$ cat config.mk
export PLATFORM = sky130hd
export DESIGN_NAME = ws2812_bit_encoder_core
export DESIGN_NICKNAME = d
export VERILOG_FILES = /design/src/rtl/ws2812_bit_encoder_core.sv
export SDC_FILE = /design/constraint.sdc
export NUM_CORES = 1
export LEC_CHECK = 0
export CELL_PAD_IN_SITES_DETAIL_PLACEMENT = 0
export CELL_PAD_IN_SITES_GLOBAL_PLACEMENT = 1
export CORE_UTILIZATION = 33
export DETAILED_ROUTE_END_ITERATION = 16
export DONT_BUFFER_PORTS = 1
export PLACE_DENSITY_LB_ADDON = 0.05
export SLEW_MARGIN = 20
export SYNTH_ARGS = -nofsm -noshare
export SYNTH_HDL_FRONTEND = slang
export SYNTH_SLANG_ARGS = --single-unit
$ cat constraint.sdc
create_clock -name clk -period 4.03 [get_ports clk]
set_input_delay 1.0075 -clock clk [delete_from_list [all_inputs] [get_ports clk]]
set_output_delay 1.0075 -clock clk [all_outputs]
set_load 0.01 [all_outputs]
$ cat src/rtl/ws2812_bit_encoder_core.sv
// WS2812 single-bit line encoder.
// Each command sampled while cmd_req=1 becomes one slot: a TX slot of BIT_CYC
// cycles whose high phase length encodes the captured bit, or a LATCH slot of
// RESET_CYC low cycles. Slots chain back-to-back with no gap cycles.
// Build option: define WS2812_BIT_ENCODER_INVERT_EN to invert data_out
// everywhere, including its reset value, for inverting level shifters.
module ws2812_bit_encoder_core #(
  parameter int BIT_CYC   = 4,
  parameter int T0H_CYC   = 1,
  parameter int T1H_CYC   = 3,
  parameter int RESET_CYC = 200
) (
  input  logic       databit,
  input  logic       clk,
  input  logic [1:0] cmd,
  output logic       cmd_req,
  output logic       data_out,
  input  logic       rst
);

`ifdef WS2812_BIT_ENCODER_INVERT_EN
  localparam logic INV = 1'b1;
`else
  localparam logic INV = 1'b0;
`endif

  localparam int MAXC = (BIT_CYC > RESET_CYC) ? BIT_CYC : RESET_CYC;
  localparam int CW   = (MAXC > 1) ? $clog2(MAXC) : 1;

  localparam logic [CW-1:0] BIT_LAST = CW'(BIT_CYC - 1);
  localparam logic [CW-1:0] RST_LAST = CW'(RESET_CYC - 1);

  localparam logic [1:0] CMD_IDLE  = 2'b00;
  localparam logic [1:0] CMD_TX    = 2'b01;
  localparam logic [1:0] CMD_RESET = 2'b10;

  typedef enum logic [1:0] {
    IDLE,
    TX,
    LATCH
  } state_t;

  state_t        state, state_n;
  logic [CW-1:0] cnt, cnt_n;
  logic          bit_q, bit_n;
  logic          out_n;

  // Sampling point: always in IDLE, otherwise the last cycle of a slot.
  assign cmd_req = (state == IDLE) ||
                   ((state == TX)    && (cnt == BIT_LAST)) ||
                   ((state == LATCH) && (cnt == RST_LAST));

  // State, slot counter, captured bit and registered line output.
  always_ff @(posedge clk or posedge rst) begin
    if (rst) begin
      state    <= IDLE;
      cnt      <= '0;
      bit_q    <= 1'b0;
      data_out <= INV;
    end else begin
      state    <= state_n;
      cnt      <= cnt_n;
      bit_q    <= bit_n;
      data_out <= out_n ^ INV;
    end
  end

  // Next state plus the line level for the next cycle, so data_out stays a
  // plain flop with no path from cmd or databit to the pin.
  always_comb begin
    state_n = state;
    cnt_n   = cnt;
    bit_n   = bit_q;
    out_n   = 1'b0;
    if (cmd_req) begin
      cnt_n = '0;
      case (cmd)
        CMD_TX: begin
          state_n = TX;
          bit_n   = databit;
          out_n   = 1'b1;
        end
        CMD_RESET: begin
          state_n = LATCH;
        end
        CMD_IDLE: begin
          state_n = IDLE;
        end
        default: begin
          state_n = IDLE;
        end
      endcase
    end else begin
      cnt_n = cnt + 1'b1;
      if (state == TX) begin
        out_n = (int'(cnt) + 1) < (bit_q ? T1H_CYC : T0H_CYC);
      end
    end
  end

endmodule

==> metrics.md <==
| Metric | Value |
|---|---|
| Status | `complete, no violations` |
| Diode count | `0` |
| Number of global-route vias before repair | `440` |
| Dpl ws | `~1.2 ns` |
| Worst R2R Path Depth | `4` |
| #FFs+latches synth | `12` |
| Vias per cell | `4.713` |
| Row count | `15` |
| Hold_ws | `~0.5 ns` |
| Share of the clock period used by the worst path | `0.7585` |
| Crit path time final | `between 3 and 4 ns` |
| Die H | `~46 um` |
| Post-Syn Nets | `approximately 70` |
| Slew @ Worst Pin | `between 0.4 and 0.5 ns` |
| Fmax | `approximately 330 MHz` |
| Number of nets in the layout | `71` |
| PortBufs | `0` |
| Hold Path Cell Cnt | `1` |
| Crit path max fanout | `9` |
| Tightest Hold Check Type | `flop to flop` |
| CTS root buf | `clkbuf_4` |
| GPL Wtd Cong | `approximately 0.69` |
| Setup TNS | `0 ns` |
| CTS Buf Count | `3` |
| Hold buffer count at CTS | `0` |
| R2r startpoint | `cnt[5]` |
| Area occupied by multi-input gates | `around 310 sq um` |
| Area delta synth->final | `7.059%` |
| Detailed-route via count | `410` |
| Critical path class | `flop to primary output` |
| Final Max Tran Viols | `0` |
| Antenna violations before repair | `0` |
| Hold wc startpoint | `cnt[0]` |
| Starting DRT DRC Count | `7` |
| VDD IR max | `0.2403 mV` |
| Largest net degree at the start of global routing | `13` |
| Mapped Avg Cell Area | `10.46 sq um` |
| Die area | `~2100 sq um` |
| Total congestion overflow | `0` |
| Req. time, crit path | `3.02 ns` |
| Gr usage total | `0.1355` |
| Leakage power | `between 0.2 and 0.3 nW` |
| IO Count | `7` |
| TritonCTS clock tree | `done` |
| Sequential Area | `around 300 sq um` |
| Setup crit start kind | `flop` |
| DPL Wire Length | `~840 um` |
| Post-CTS resize count | `0` |
| Netlist cell types | `26` |
| Drt drc | `0` |
| Mapped Area | `between 600 and 700 sq um` |
| First-pass GRT wire length | `just under 2 mm` |
| H-tree depth | `1` |
| Setup slack, reg-to-reg | `just under 2 ns` |
| Max Clock Skew | `~0.00089 ns` |
| RSZ-0062 raised after global routing | `false` |
| WP data arrival | `between 2 and 2.5 ns` |
| Die span in x | `~46 um` |
| Postcts setup bufs | `0` |
| Sequential share of the synthesized area | `0.4706` |
| Fillcell total | `about 190` |
| Final Hold Vio Count | `0` |
| Clock-pin slew on the worst setup and hold paths | `roughly 0.070 ns` |
| CTS max path bufs | `2` |
| Initial Util | `0.3617` |
| Cell count after synthesis | `between 60 and 70` |
| DRT Pass-1 Iters | `4` |
| WHS Endpoint | `cnt[0]` |
| Total wire length | `1.114 mm` |
| Slew headroom | `0.6833` |
| Max-cap violation count | `0` |
| Setup-failing EPs final | `0` |
| Number of routed nets with antenna violations | `0` |
| Core Box Area | `between 1500 and 2000 sq um` |
| End of the worst register-to-register path | `bit_q` |
| PwrDens | `680.3 nW/um^2` |
| Clk sinks | `12` |
| Layout cells sized above 1 | `0.1452` |
| Worst skew pair latency | `around 0.26 ns` |
| CP Capture Type | `primary output` |
| Yosys Warn Count | `0` |
| Final WS setup | `around 1 ns` |
| Wire per inst | `~13 um` |
registers in the layout (all words and copies together), names as in the netlist:
register	count
cnt	8
data_out	1
state	2
bit_q	1
cell usage in the layout, fill, tap and decap left out, drive strengths merged:
master,n
nand2,4
xor2,1
o31ai,2
nand2b,1
o41ai,1
nor2b,1
o21ai,1
and3,1
inv,4
or4,2
and2,1
ha,2
mux2,1
a21boi,1
nor2,9
a31o,1
xnor2,6
dfrtp,12
nand4b,2
nand3,2
a31oi,1
nor3,3
clkbuf,3
kinds of logic (layout without fill, tap and decap cells):
logic type	count (synthesis)	after routing	share of synthesized area
AND/OR/NAND/NOR	26	26	0.2235
flip-flops	12	12	0.4706
AO/OA/AOI/OAI	7	7	0.1098
XOR/XNOR	7	7	0.09608
buffers and inverters	6	7	0.03723
adder cells (fa/ha/maj)	2	2	0.03921
multiplexers	1	1	0.02352
where the power goes:
part	switching (mW)	internal [mW]	total [mW]	leakage [nW]
Combinational	0.0862	0.0854	0.172	0.138
Clock	0.0369	0.0345	0.0714	0.0138
Sequential	0.0588	0.163	0.222	0.147
through the flow:
step | total power [mW] | cells | instance area (sq um) | util
finish | 0.4647 | 87 | 683.2 | 0.3872
global route | 0.5088 | 87 | 683.2 | 0.3872
CTS | 0.4715 | 87 | 683.2 | 0.3872
detailed placement | 0.3966 | 84 | 660.6 | 0.3745
global placement | 0.4003 | 84 | 660.6 | 0.3745
floorplan | 0.3548 | 61 | 638.1 | -
cells in the mapped netlist:
cell      instances  area, sq um
inv_1             4        15.01
xnor2_1           6        52.55
xor2_1            1        8.760
or4_1             1        7.510
o21ai_0           1        5.000
nand2_1           4        15.01
dfrtp_1          12        300.3
nand2b_1          1        6.260
and3_1            1        6.260
a31oi_1           1        6.260
nand4b_2          1        15.01
or4_4             1        11.26
buf_2             1        5.000
o31ai_1           2        15.01
nand3_1           2        10.01
clkbuf_1          1        3.750
mux2_4            1        15.01
nor3_1            3        15.01
and2_2            1        7.510
o41ai_4           1        27.53
a31o_2            1        8.760
nor2_1            9        33.78
ha_1              2        25.02
nand4b_1          1        8.760
a21boi_0          1        7.510
nor2b_1           1        6.260
critical path: stages (launching register included):
cell and delay, ns:
dfrtp_1 0.43, or4_4 0.54, o41ai_4 0.45, and2_2 0.36
layer usage:
layer | part of all wire | global-route usage
met1 | 0.51 | 0.1872
met2 | 0.47 | 0.1972
met3 | 0.021 | 0.02778
met4 | 0.0054 | 0.07059
met5 | 0 | 0
cell type report:
type | instances | area share
multi-input combinational | 43 | 0.4597
sequential | 12 | 0.4396
tap | 25 | 0.04579
clock buffer | 3 | 0.03297
inverter | 4 | 0.02198
worst max path at each step:
stage,depth (start not counted),from,slack (ns),endpoint
6_report,3,cnt[5],0.97,cmd_req
5_1_grt,3,cnt[5],0.85,cmd_req
4_1_cts,3,cnt[5],0.96,cmd_req
3_5_place_dp,3,cnt[5],1.24,cmd_req
3_3_place_gp,3,cnt[5],1.30,cmd_req
2_1_floorplan,4,cnt[5],1.32,cmd_req
(Power assumes the default switching activity.)
==> RTL edit: new RTL, same flow settings <==
`BIT_CYC`: 4 -> 2.
--- a/src/rtl/ws2812_bit_encoder_core.sv
+++ b/src/rtl/ws2812_bit_encoder_core.sv
@@ -6,5 +6,5 @@
 // everywhere, including its reset value, for inverting level shifters.
 module ws2812_bit_encoder_core #(
-  parameter int BIT_CYC   = 4,
+  parameter int BIT_CYC   = 2,
   parameter int T0H_CYC   = 1,
   parameter int T1H_CYC   = 3,
Check against the original RTL: not equivalent (a bounded check fails within 4 cycles, from zero or initial values and one cycle with rst high).
==> RTL edit against the unedited design <==
Global-route usage increased by 1.8 points. Maximum frequency is 5.8% higher. Clock power increased by 5.3%. Power up 4.3%. Worst hold slack hardly changed. Sequential cell count is the same. Design area grew 6.2%. Wire length is 14% higher. Count of clock-buffer cells in the layout did not move. Critical path depth grew 1. Cell count is 8.0% higher. Sequential power rose by 4%. Area after synthesis grew 7.8%. Worst setup slack improved by 0.17 ns. Critical path type unchanged. Critical endpoint unchanged. Largest power group unchanged.
==> RTL edit: results (changes against the unedited design) <==
| Metric | Value |
|---|---|
| Outcome | finished clean (unchanged) |
| Slowest cell on crit path | or4b_4 (was or4_4) |
| Routability Congestion | 0.739 (was 0.688) |
| GR met1 Demand/Resource | 20.9% (was 18.7%) |
| Synth cell types | 31 (was 26) |
| Inverters | 6 (was 4) |
| Via count | 481 (was 410) |
| Post-synthesis cell count | 66 (was 61) |
| Headroom to the max-slew limit | 67.7% (was 68.3%) |
| Area taken by multi-input logic gates | 347 sq um (was 314 sq um) |
| NumNets Final | 77 (was 71) |
| Post-Layout Cell Count | 94 (was 87) |
| Net Sw Power | 197 uW (was 182 uW) |
| Seq_cells | 12 (unchanged) |
| Vias in the first global route | 455 (was 440) |
| Sequential cell area fraction in the yosys report | 43.6% (was 47.1%) |
| Final worst-path cycle share | 71.7% (was 75.8%) |
| Clock Power | 75.2 uW (was 71.4 uW) |
| Total track usage | 15.3% (was 13.5%) |
| Clock-cell share of area | 3.10% (was 3.30%) |
| Worst vdd ir | 0.216 mV (was 0.240 mV) |
| DP Wirelength | 920 um (was 835 um) |
| Tap Count | 27 (was 25) |
| End of the worst register-to-register path | data_out (was bit_q) |
| Multi-input comb cells | 46 (was 43) |
| Post-place setup slack | 1.43 ns (was 1.24 ns) |
-- RTL edit: changes by cell type after synthesis, moves of 2 or more --
| cell | change |
|---|---|
| inv_1 | +2 |
| o31ai_1 | -2 |
| xor2_1 | +3 |
| nor3_1 | -2 |
| nand4_1 | +2 |
| xnor2_1 | -4 |
-- RTL edit: worst min path at each step --
| stage | start | to | slack [ns] |
|---|---|---|---|
| after floorplan | bit_q | bit_q | 0.48 |
| after global placement | bit_q | bit_q | 0.50 |
| after detailed placement | bit_q | bit_q | 0.49 |
| after CTS | bit_q | bit_q | 0.52 |
| after global routing | bit_q | bit_q | 0.55 |
| final | bit_q | bit_q | 0.52 |
-- RTL edit: kinds of logic after synthesis --
group,Yosys count,share of synthesized area [%]
xor+xnor,6,7.64
flops,12,43.6
compound gates,13,15.8
simple gates,23,19.3
fa+ha+maj,3,5.46
mux,1,2.18
buf+inv,8,6.00
-- RTL edit: per-layer routing --
metal  up-vias  routed length, um
li1        240                  -
met1       231                661
met2         6                546
met3         4                 26
met4         0                 41
met5         -                  0
